File: config.mk
export PLATFORM = sky130hd
export DESIGN_NAME = dmem_arbiter
export DESIGN_NICKNAME = d
export VERILOG_FILES = /design/src/rtl/dmem_arb_pkg.sv /design/src/rtl/dmem_arb_rtag.sv /design/src/rtl/dmem_arbiter.sv
export SDC_FILE = /design/constraint.sdc
export NUM_CORES = 1
export LEC_CHECK = 0
export ABC_CLOCK_PERIOD_IN_PS = 1900
export BUFFER_PORTS_ARGS = -buffer_cell sky130_fd_sc_hd__buf_4
export CAP_MARGIN = 20
export CORE_MARGIN = 2
export CORE_UTILIZATION = 35
export CTS_CLUSTER_SIZE = 30
export DETAILED_ROUTE_END_ITERATION = 7
export MAX_ROUTING_LAYER = met4
export PLACE_DENSITY = 0.65
export SLEW_MARGIN = 0
export SYNTH_ARGS = -nofsm -noshare
export SYNTH_HDL_FRONTEND = slang
export SYNTH_SLANG_ARGS = --single-unit
File: constraint.sdc
create_clock -name clk -period 1.9 [get_ports clk]
set_clock_uncertainty 0.05 [all_clocks]
set_input_delay 0.285 -clock clk [delete_from_list [all_inputs] [get_ports clk]]
set_output_delay 0.285 -clock clk [all_outputs]
set_load 0.005 [all_outputs]
File: src/rtl/dmem_arb_pkg.sv
// dmem_arb_pkg: shared state type, port indices and default starvation limit
// for the data-memory arbiter.
package dmem_arb_pkg;

    typedef enum logic [1:0] {
        IDLE,
        CPU,
        DBG,
        DBG_LOCK
    } arb_state_e;

    localparam logic PORT_CPU     = 1'b0;
    localparam logic PORT_DBG     = 1'b1;
    localparam int   MAX_WAIT_DEF = 8;

endpackage

File: src/rtl/dmem_arb_rtag.sv
// dmem_arb_rtag: two-stage read-tag pipeline (valid + owner) that steers the
// 1-cycle-latency memory read data back to the port that issued the read.
module dmem_arb_rtag
    import dmem_arb_pkg::*;
#(
    parameter int DW = 32
) (
    input  logic          clk,
    input  logic          rst_n,
    input  logic          issue_i,
    input  logic          owner_i,
    input  logic [DW-1:0] m_rdata_i,
    output logic          c_rvalid_o,
    output logic [DW-1:0] c_rdata_o,
    output logic          d_rvalid_o,
    output logic [DW-1:0] d_rdata_o
);

    logic          v1_q, o1_q, v2_q, o2_q;
    logic [DW-1:0] c_rd_q, d_rd_q;

    // Stage 1 lines up with m_en, stage 2 with the cycle m_rdata is valid.
    always_ff @(posedge clk or negedge rst_n) begin
        if (!rst_n) begin
            v1_q   <= 1'b0;
            o1_q   <= PORT_CPU;
            v2_q   <= 1'b0;
            o2_q   <= PORT_CPU;
            c_rd_q <= '0;
            d_rd_q <= '0;
        end else begin
            v1_q <= issue_i;
            o1_q <= owner_i;
            v2_q <= v1_q;
            o2_q <= o1_q;
            if (c_rvalid_o) c_rd_q <= m_rdata_i;
            if (d_rvalid_o) d_rd_q <= m_rdata_i;
        end
    end

    assign c_rvalid_o = v2_q && (o2_q == PORT_CPU);
    assign d_rvalid_o = v2_q && (o2_q == PORT_DBG);
    assign c_rdata_o  = c_rvalid_o ? m_rdata_i : c_rd_q;
    assign d_rdata_o  = d_rvalid_o ? m_rdata_i : d_rd_q;

endmodule

File: src/rtl/dmem_arbiter.sv
// dmem_arbiter: CPU / debug-loader arbiter onto one clocked data memory with
// locked loader bursts and a starvation guard; DMEM_ARB_STATS_EN adds grant stats.
module dmem_arbiter
    import dmem_arb_pkg::*;
#(
    parameter int AW       = 32,
    parameter int DW       = 32,
    parameter int MAX_WAIT = MAX_WAIT_DEF
) (
    input  logic          clk,
    input  logic          rst_n,
    input  logic          c_req,
    input  logic          c_we,
    input  logic [AW-1:0] c_addr,
    input  logic [DW-1:0] c_wdata,
    output logic          c_gnt,
    output logic          c_rvalid,
    output logic [DW-1:0] c_rdata,
    input  logic          d_req,
    input  logic          d_lock,
    input  logic          d_we,
    input  logic [AW-1:0] d_addr,
    input  logic [DW-1:0] d_wdata,
    output logic          d_gnt,
    output logic          d_rvalid,
    output logic [DW-1:0] d_rdata,
    output logic          m_en,
    output logic          m_we,
    output logic [AW-1:0] m_addr,
    output logic [DW-1:0] m_wdata,
    input  logic [DW-1:0] m_rdata
`ifdef DMEM_ARB_STATS_EN
    ,
    output logic [31:0]   stat_c_cnt,
    output logic [31:0]   stat_d_cnt,
    output logic          stat_force
`endif
);

    localparam int            WW       = $clog2(MAX_WAIT + 1);
    localparam logic [WW-1:0] WAIT_MAX = WW'(MAX_WAIT);

    arb_state_e    state_q, state_d;
    logic [WW-1:0] wcnt_q, wcnt_d;
    logic          locked, starve, c_win, d_win;
    logic          m_en_q, m_we_q, c_gnt_q, d_gnt_q;
    logic [AW-1:0] m_addr_q;
    logic [DW-1:0] m_wdata_q;

    // A starved debug request overrides the CPU once; a lock shuts the CPU out.
    always_comb begin
        locked  = state_q == DBG_LOCK;
        starve  = (wcnt_q == WAIT_MAX) && d_req;
        c_win   = !locked && c_req && !starve;
        d_win   = d_req && !c_win;
        state_d = c_win ? CPU
                : d_win ? (d_lock ? DBG_LOCK : DBG)
                : (locked && d_lock) ? DBG_LOCK : IDLE;
        wcnt_d  = (d_win || !d_req) ? '0
                : (c_win && wcnt_q != WAIT_MAX) ? wcnt_q + WW'(1) : wcnt_q;
    end

    always_ff @(posedge clk or negedge rst_n) begin
        if (!rst_n) begin
            state_q   <= IDLE;
            wcnt_q    <= '0;
            m_en_q    <= 1'b0;
            m_we_q    <= 1'b0;
            m_addr_q  <= '0;
            m_wdata_q <= '0;
            c_gnt_q   <= 1'b0;
            d_gnt_q   <= 1'b0;
        end else begin
            state_q   <= state_d;
            wcnt_q    <= wcnt_d;
            m_en_q    <= c_win || d_win;
            m_we_q    <= c_win ? c_we : (d_win && d_we);
            m_addr_q  <= c_win ? c_addr : d_win ? d_addr : '0;
            m_wdata_q <= c_win ? c_wdata : d_win ? d_wdata : '0;
            c_gnt_q   <= c_win;
            d_gnt_q   <= d_win;
        end
    end

    assign m_en    = m_en_q;
    assign m_we    = m_we_q;
    assign m_addr  = m_addr_q;
    assign m_wdata = m_wdata_q;
    assign c_gnt   = c_gnt_q;
    assign d_gnt   = d_gnt_q;

    dmem_arb_rtag #(.DW(DW)) u_rtag (
        .clk        (clk),
        .rst_n      (rst_n),
        .issue_i    ((c_win && !c_we) || (d_win && !d_we)),
        .owner_i    (d_win ? PORT_DBG : PORT_CPU),
        .m_rdata_i  (m_rdata),
        .c_rvalid_o (c_rvalid),
        .c_rdata_o  (c_rdata),
        .d_rvalid_o (d_rvalid),
        .d_rdata_o  (d_rdata)
    );

`ifdef DMEM_ARB_STATS_EN
    logic [31:0] stat_c_q, stat_d_q;
    logic        force_q;

    always_ff @(posedge clk or negedge rst_n) begin
        if (!rst_n) begin
            stat_c_q <= '0;
            stat_d_q <= '0;
            force_q  <= 1'b0;
        end else begin
            stat_c_q <= stat_c_q + 32'(c_win);
            stat_d_q <= stat_d_q + 32'(d_win);
            force_q  <= d_win && starve && c_req;
        end
    end

    assign stat_c_cnt = stat_c_q;
    assign stat_d_cnt = stat_d_q;
    assign stat_force = force_q;
`endif

endmodule

After elaboration in Yosys (flattened, before gate mapping)

Index checks and enable logic that the tools add are counted.

Bits in registers: 142
Input bits: 167
Output and inout bits: 134
Word-level logic and storage cells: 54

Bitwise logic cells: 1
Equal/unequal tests: 3
Multiplexer cells: 14
Add/sub/neg operators: 1
Reduce and logical (&&, ||, !) cells: 21

Operators by type and width:

| operator                                     | count |
|---|---|
| two-way mux 32 bit                           | 6 |
| logical AND 1 bit                            | 11 |
| two-way mux 4 bit                            | 2 |
| logical NOT 1 bit                            | 6 |
| two-way mux 2 bit                            | 3 |
| adder 4 x 1 -> 4 bit, second input constant  | 1 |
| == test 4 bit, second input constant         | 1 |
| inequality test 4 bit, second input constant | 1 |
| logical OR 1 bit                             | 3 |
| two-way mux 1 bit                            | 3 |
| == test 2 bit, second input constant         | 1 |
| nonzero test 2 bit                           | 1 |
| NOT 1 bit                                    | 1 |

Longest topological paths before layout

Depth after elaboration: 8
Mapped depth: 7
Depth with buffers taken out: 6

Hierarchy

Synthesis repeated with hierarchy kept, for this count alone.

Cells, all modules: 471
Area total of the unflattened synthesis: 5856.9 µm²

Modules (own cells, without submodules):

| module        | area each (µm²) | cells each | seq. area each (µm²) | instances |
|---|---|---|---|---|
| dmem_arbiter  | 3193.1          | 328        | 1851.8               | 1 |
| dmem_arb_rtag | 2663.8          | 143        | 1701.6               | 1 |

Worst setup path before layout

No wires, ideal clock.

Path type: reg-to-output
Start point: reg u_rtag.o2_q
End point: out c_rdata[10]
Arrival: 1.116 ns
Data required time: 1.565 ns
Path slack: 0.449 ns
Path buffers: 2
Cell stages (with the launch flop): 5
Path through: dfrtp_1 > nor2b_1 > buf_2 > buf_6 > mux2_2

Word-level cells in the longest chain between the ends: 3

Ends and longest elaborated chain:

| item                     | RTL line            | text |
|---|---|---|
| start: declaration       | dmem_arb_rtag.sv:19 | `logic v1_q, o1_q, v2_q, o2_q;` |
| start signal: assignment | dmem_arb_rtag.sv:35 | `o2_q <= o1_q;` |
| NOT 1 bit                | dmem_arb_rtag.sv:41 | `assign c_rvalid_o = v2_q && (o2_q == PORT_CPU);` |
| logical AND 1 bit        | dmem_arb_rtag.sv:41 |  |
| net c_rvalid             | dmem_arbiter.sv:17  | `output logic c_rvalid,` |
| two-way mux 32 bit       | n/a                 |  |
| end: declaration         | dmem_arbiter.sv:18  | `output logic [DW-1:0] c_rdata,` |

The timed path passes the listed nets, and every way through them passes these cells.

Worst setup path in the final report

Start point: reg u_rtag.o2_q
End point: out c_rdata[27]

Word-level cells in the longest chain between the ends: 3

Ends and longest elaborated chain:

| item               | RTL line |
|---|---|
| NOT 1 bit          | dmem_arb_rtag.sv:41 |
| logical AND 1 bit  | dmem_arb_rtag.sv:41 |
| two-way mux 32 bit | n/a |

Every way passes these cells.

==> out/metrics.cfg <==
[timing]
min_period_ns = 2.070
layout_setup_ws_ns = -0.1704
period_share_pct = 109.0
setup_viol = 64
fmax_mhz = 483.0
hold_viol = 0
max_slew_margin_pct = 49.34
worstMarginPinSlew_ns = 0.7598
rsz0062_at_grt = yes
final_max_slew_viol_count = 0

[finish]
finalInstanceArea_mm2 = 0.009409
diodes = 0
finalNonFillerCells = 1001
final_nets = 941
drive_gt1_share_pct = 54.14
area_delta_synth_final_pct = 66.08

[clock_tree]
clock_insertion_delay_worst_skew_ns = 0.41
clk_pin_slew_ns = 0.05
clock_sinks = 141
clock_path_buffers = 2
cts_htree_levels = 4
cts-root-buf = clkbuf_16
cts_buffers = 17
cts_tree = built

[floorplan]
core_mm2 = 0.01583
fp.dieW_um = 131.2
initial_core_util_pct = 35.79
rows = 46
ios = 301
die_height_um = 131.2
die_area_mm2 = 0.01722

[yosys]
synthTopCellsByArea = dfrtp_1 (62%), mux2_2 (13%), nand4_1 (7.2%), o21ai_1 (5.7%), nand2_1 (4.4%)
synth_seq_cells = 141
syn_avg_cell_area_um2 = 12.08
netlist_area_mm2 = 0.005665
ys_seq_area_share_pct = 62.28
ys_types = 27
synth_top_cell_by_area = dfrtp_1
ys_async_sr_fraction_pct = 100.0
synth_edf_count = 0
synth_top_area_share_pct = 62.28
syn_inst = 469
synthMostInstantiatedCell = dfrtp_1
synth_ff_type = dfrtp_1
netlist_top_cells_count = dfrtp_1 (141), nand2_1 (67), nand4_1 (65), o21ai_1 (65), mux2_2 (64)
synthesis.nets = 638
ys.warnings.count = 0

[drt]
route.vias.total = 5009
detail_route.vias_per_cell = 5.004
post_drt_wl_per_cell_um = 18.84
wirelength_um = 18860
first_iter_violations = 219
ant_nets = 0
route.detailed.drc = 0
drt_first_pass_iters = 4

[global_routing]
gr-total-overflow = 0
track_usage_pct = 21.02
grt_pass1_wl_um = 27720
grt_max_degree = 75
antenna_found_initial = 0
grt_pass1_vias = 5191

[worst_setup_path]
r2r-end = m_wdata[9]$_DFF_PN0_
reg2reg_slack_ns = 0.24
cp-startpoint = u_rtag.o2_q$_DFF_PN0_
end_kind = primary output
setup.worst_path.start_class = flop
reg2regPathDepth = 7
critPathKind = reg -> out
crit_arrival_ns = 1.74
reg2reg_from = wcnt_q[0]$_DFFE_PN0P_
cp.required_ns = 1.56
path_max_fanout = 8

[power]
seq_power_share_pct = 37.3
power.switching_mw = 2.466
pwr-share-comb_pct = 28.5
p_per_area_mw_per_mm2 = 1048
pwr-share-clk_pct = 34.2
p_leak_nw = 4.731
max-vdd-ir-drop_uv = 625.1
p_int_mw = 7.397
power_mw = 9.863
switching_share_pct = 25.00

[placed_design]
port_buffers = 300
place_congestion = 0.8326
place_area_mm2 = 0.008137
post-dp-hpwl_um = 12960
placed_cells = 956

[outcome]
status = finished, violations left
violations = setup timing

[min_path]
worstHoldStart = c_we
min_to = u_rtag.v1_q$_DFF_PN0_
hold_depth = 2
hold_path_class = in -> reg

[flow_run]
drv_cap = 0

## flip-flops by register name, summed over array words and instances (netlist names)
name           flops
m_wdata           32
u_rtag.c_rd_q     32
wcnt_q             4
c_gnt              1
d_gnt              1
state_q            2
u_rtag.o2_q        1
m_we               1
u_rtag.v1_q        1
u_rtag.d_rd_q     32
m_en               1
m_addr            32
u_rtag.v2_q        1
## routing by layer
layer | vias to the layer above | routed length [µm] | GRT usage, %
li1 | 2262 | - | -
met1 | 2476 | 7328 | 23.45
met2 | 237 | 9513 | 34.50
met3 | 34 | 1576 | 7.793
met4 | 0 | 437 | 8.031
met5 | - | 0 | -
## metrics by stage
step	worst slack (ns)	utilization [%]	hold slack (ns)	TNS [ns]
detailed placement	0.2377	51.41	0.1501	0
global route	-0.2147	59.45	0.01895	-10.14
finish	-0.1704	59.45	0.02505	-6.946
CTS	-0.1725	55.34	0.007188	-9.654
floorplan	0.4487	-	-0.06059	0
global placement	0.2927	51.41	0.1431	0
## how the worst max path moves through the flow
stage / end / slack [ns] / depth (start not counted)
5_1_grt: c_rdata[27] / -0.21 / 5
4_1_cts: c_rdata[19] / -0.17 / 4
2_1_floorplan: c_rdata[10] / 0.45 / 4
3_3_place_gp: m_addr[2]$_DFF_PN0_ / 0.29 / 7
3_5_place_dp: m_addr[2]$_DFF_PN0_ / 0.24 / 7
6_report: c_rdata[27] / -0.17 / 5
## worst max-delay path: stages, from the launching register on
cell and delay, ns:
dfrtp_1 0.41, nor2b_4 0.14, buf_12 0.15, clkbuf_16 0.17, mux2_4 0.33, buf_6 0.12
## area by class of cell
class	instances	area [µm²]
fillers	1302	6419
flip-flops and latches	141	3528
repair buffers	327	2868
multi-input cells	280	2122
clock buffers	22	464.2
well taps	216	270.3
clock inverters	10	137.6
inverters	5	18.77
## cell usage in the layout (no fill, tap or decap), drive strengths merged
cell | synthesis | final
a21o | 1 | 1
a21oi | 1 | 1
and2 | 1 | 1
and3 | 4 | 4
buf | 38 | 322
bufinv | 0 | 3
clkbuf | 5 | 26
clkinv | 0 | 4
clkinvlp | 0 | 2
dfrtp | 141 | 141
dlygate4sd3 | 0 | 1
ha | 2 | 2
inv | 5 | 6
mux2 | 64 | 64
mux2i | 1 | 1
nand2 | 67 | 67
nand2b | 1 | 1
nand3 | 2 | 2
nand4 | 65 | 65
nand4b | 1 | 1
nor2b | 1 | 1
o21ai | 66 | 66
o2bb2ai | 1 | 1
xnor2 | 1 | 1
xor2 | 1 | 1
## power by group through the flow
| stage | registers (mW) | logic, mW | clock network (mW) |
|---|---|---|---|
| 2_1_floorplan | 3.68 | 0.821 | 0 |
| 3_3_place_gp | 3.68 | 2.11 | 0 |
| 3_5_place_dp | 3.71 | 2.17 | 0 |
| 4_1_cts | 3.65 | 2.19 | 3.44 |
| 5_1_grt | 3.72 | 2.98 | 3.61 |
| 6_report | 3.68 | 2.81 | 3.37 |
## kinds of logic (layout without fill, tap and decap cells)
group                      Yosys count  in the layout  share of synthesized area [%]
AOI/OAI and AO/OA                   69             69                          6.206
buffers and inverters               48            364                          4.660
xor gates and xnor gates             2              2                         0.3092
muxes                               65             65                          12.90
adders and majority gates            2              2                         0.4416
and+or+nand+nor                    142            142                          13.21
DFF                                141            141                          62.28
## repair_timing
action	in CTS	in global routing
endpoints found under the setup margin	64	64
gates resized for setup	3	126
endpoints found under the hold margin	29	0
cloned	0	5
hold buffers	1	0
buffers inserted	0	7
No activity file was read; power rests on OpenSTA's default activity.
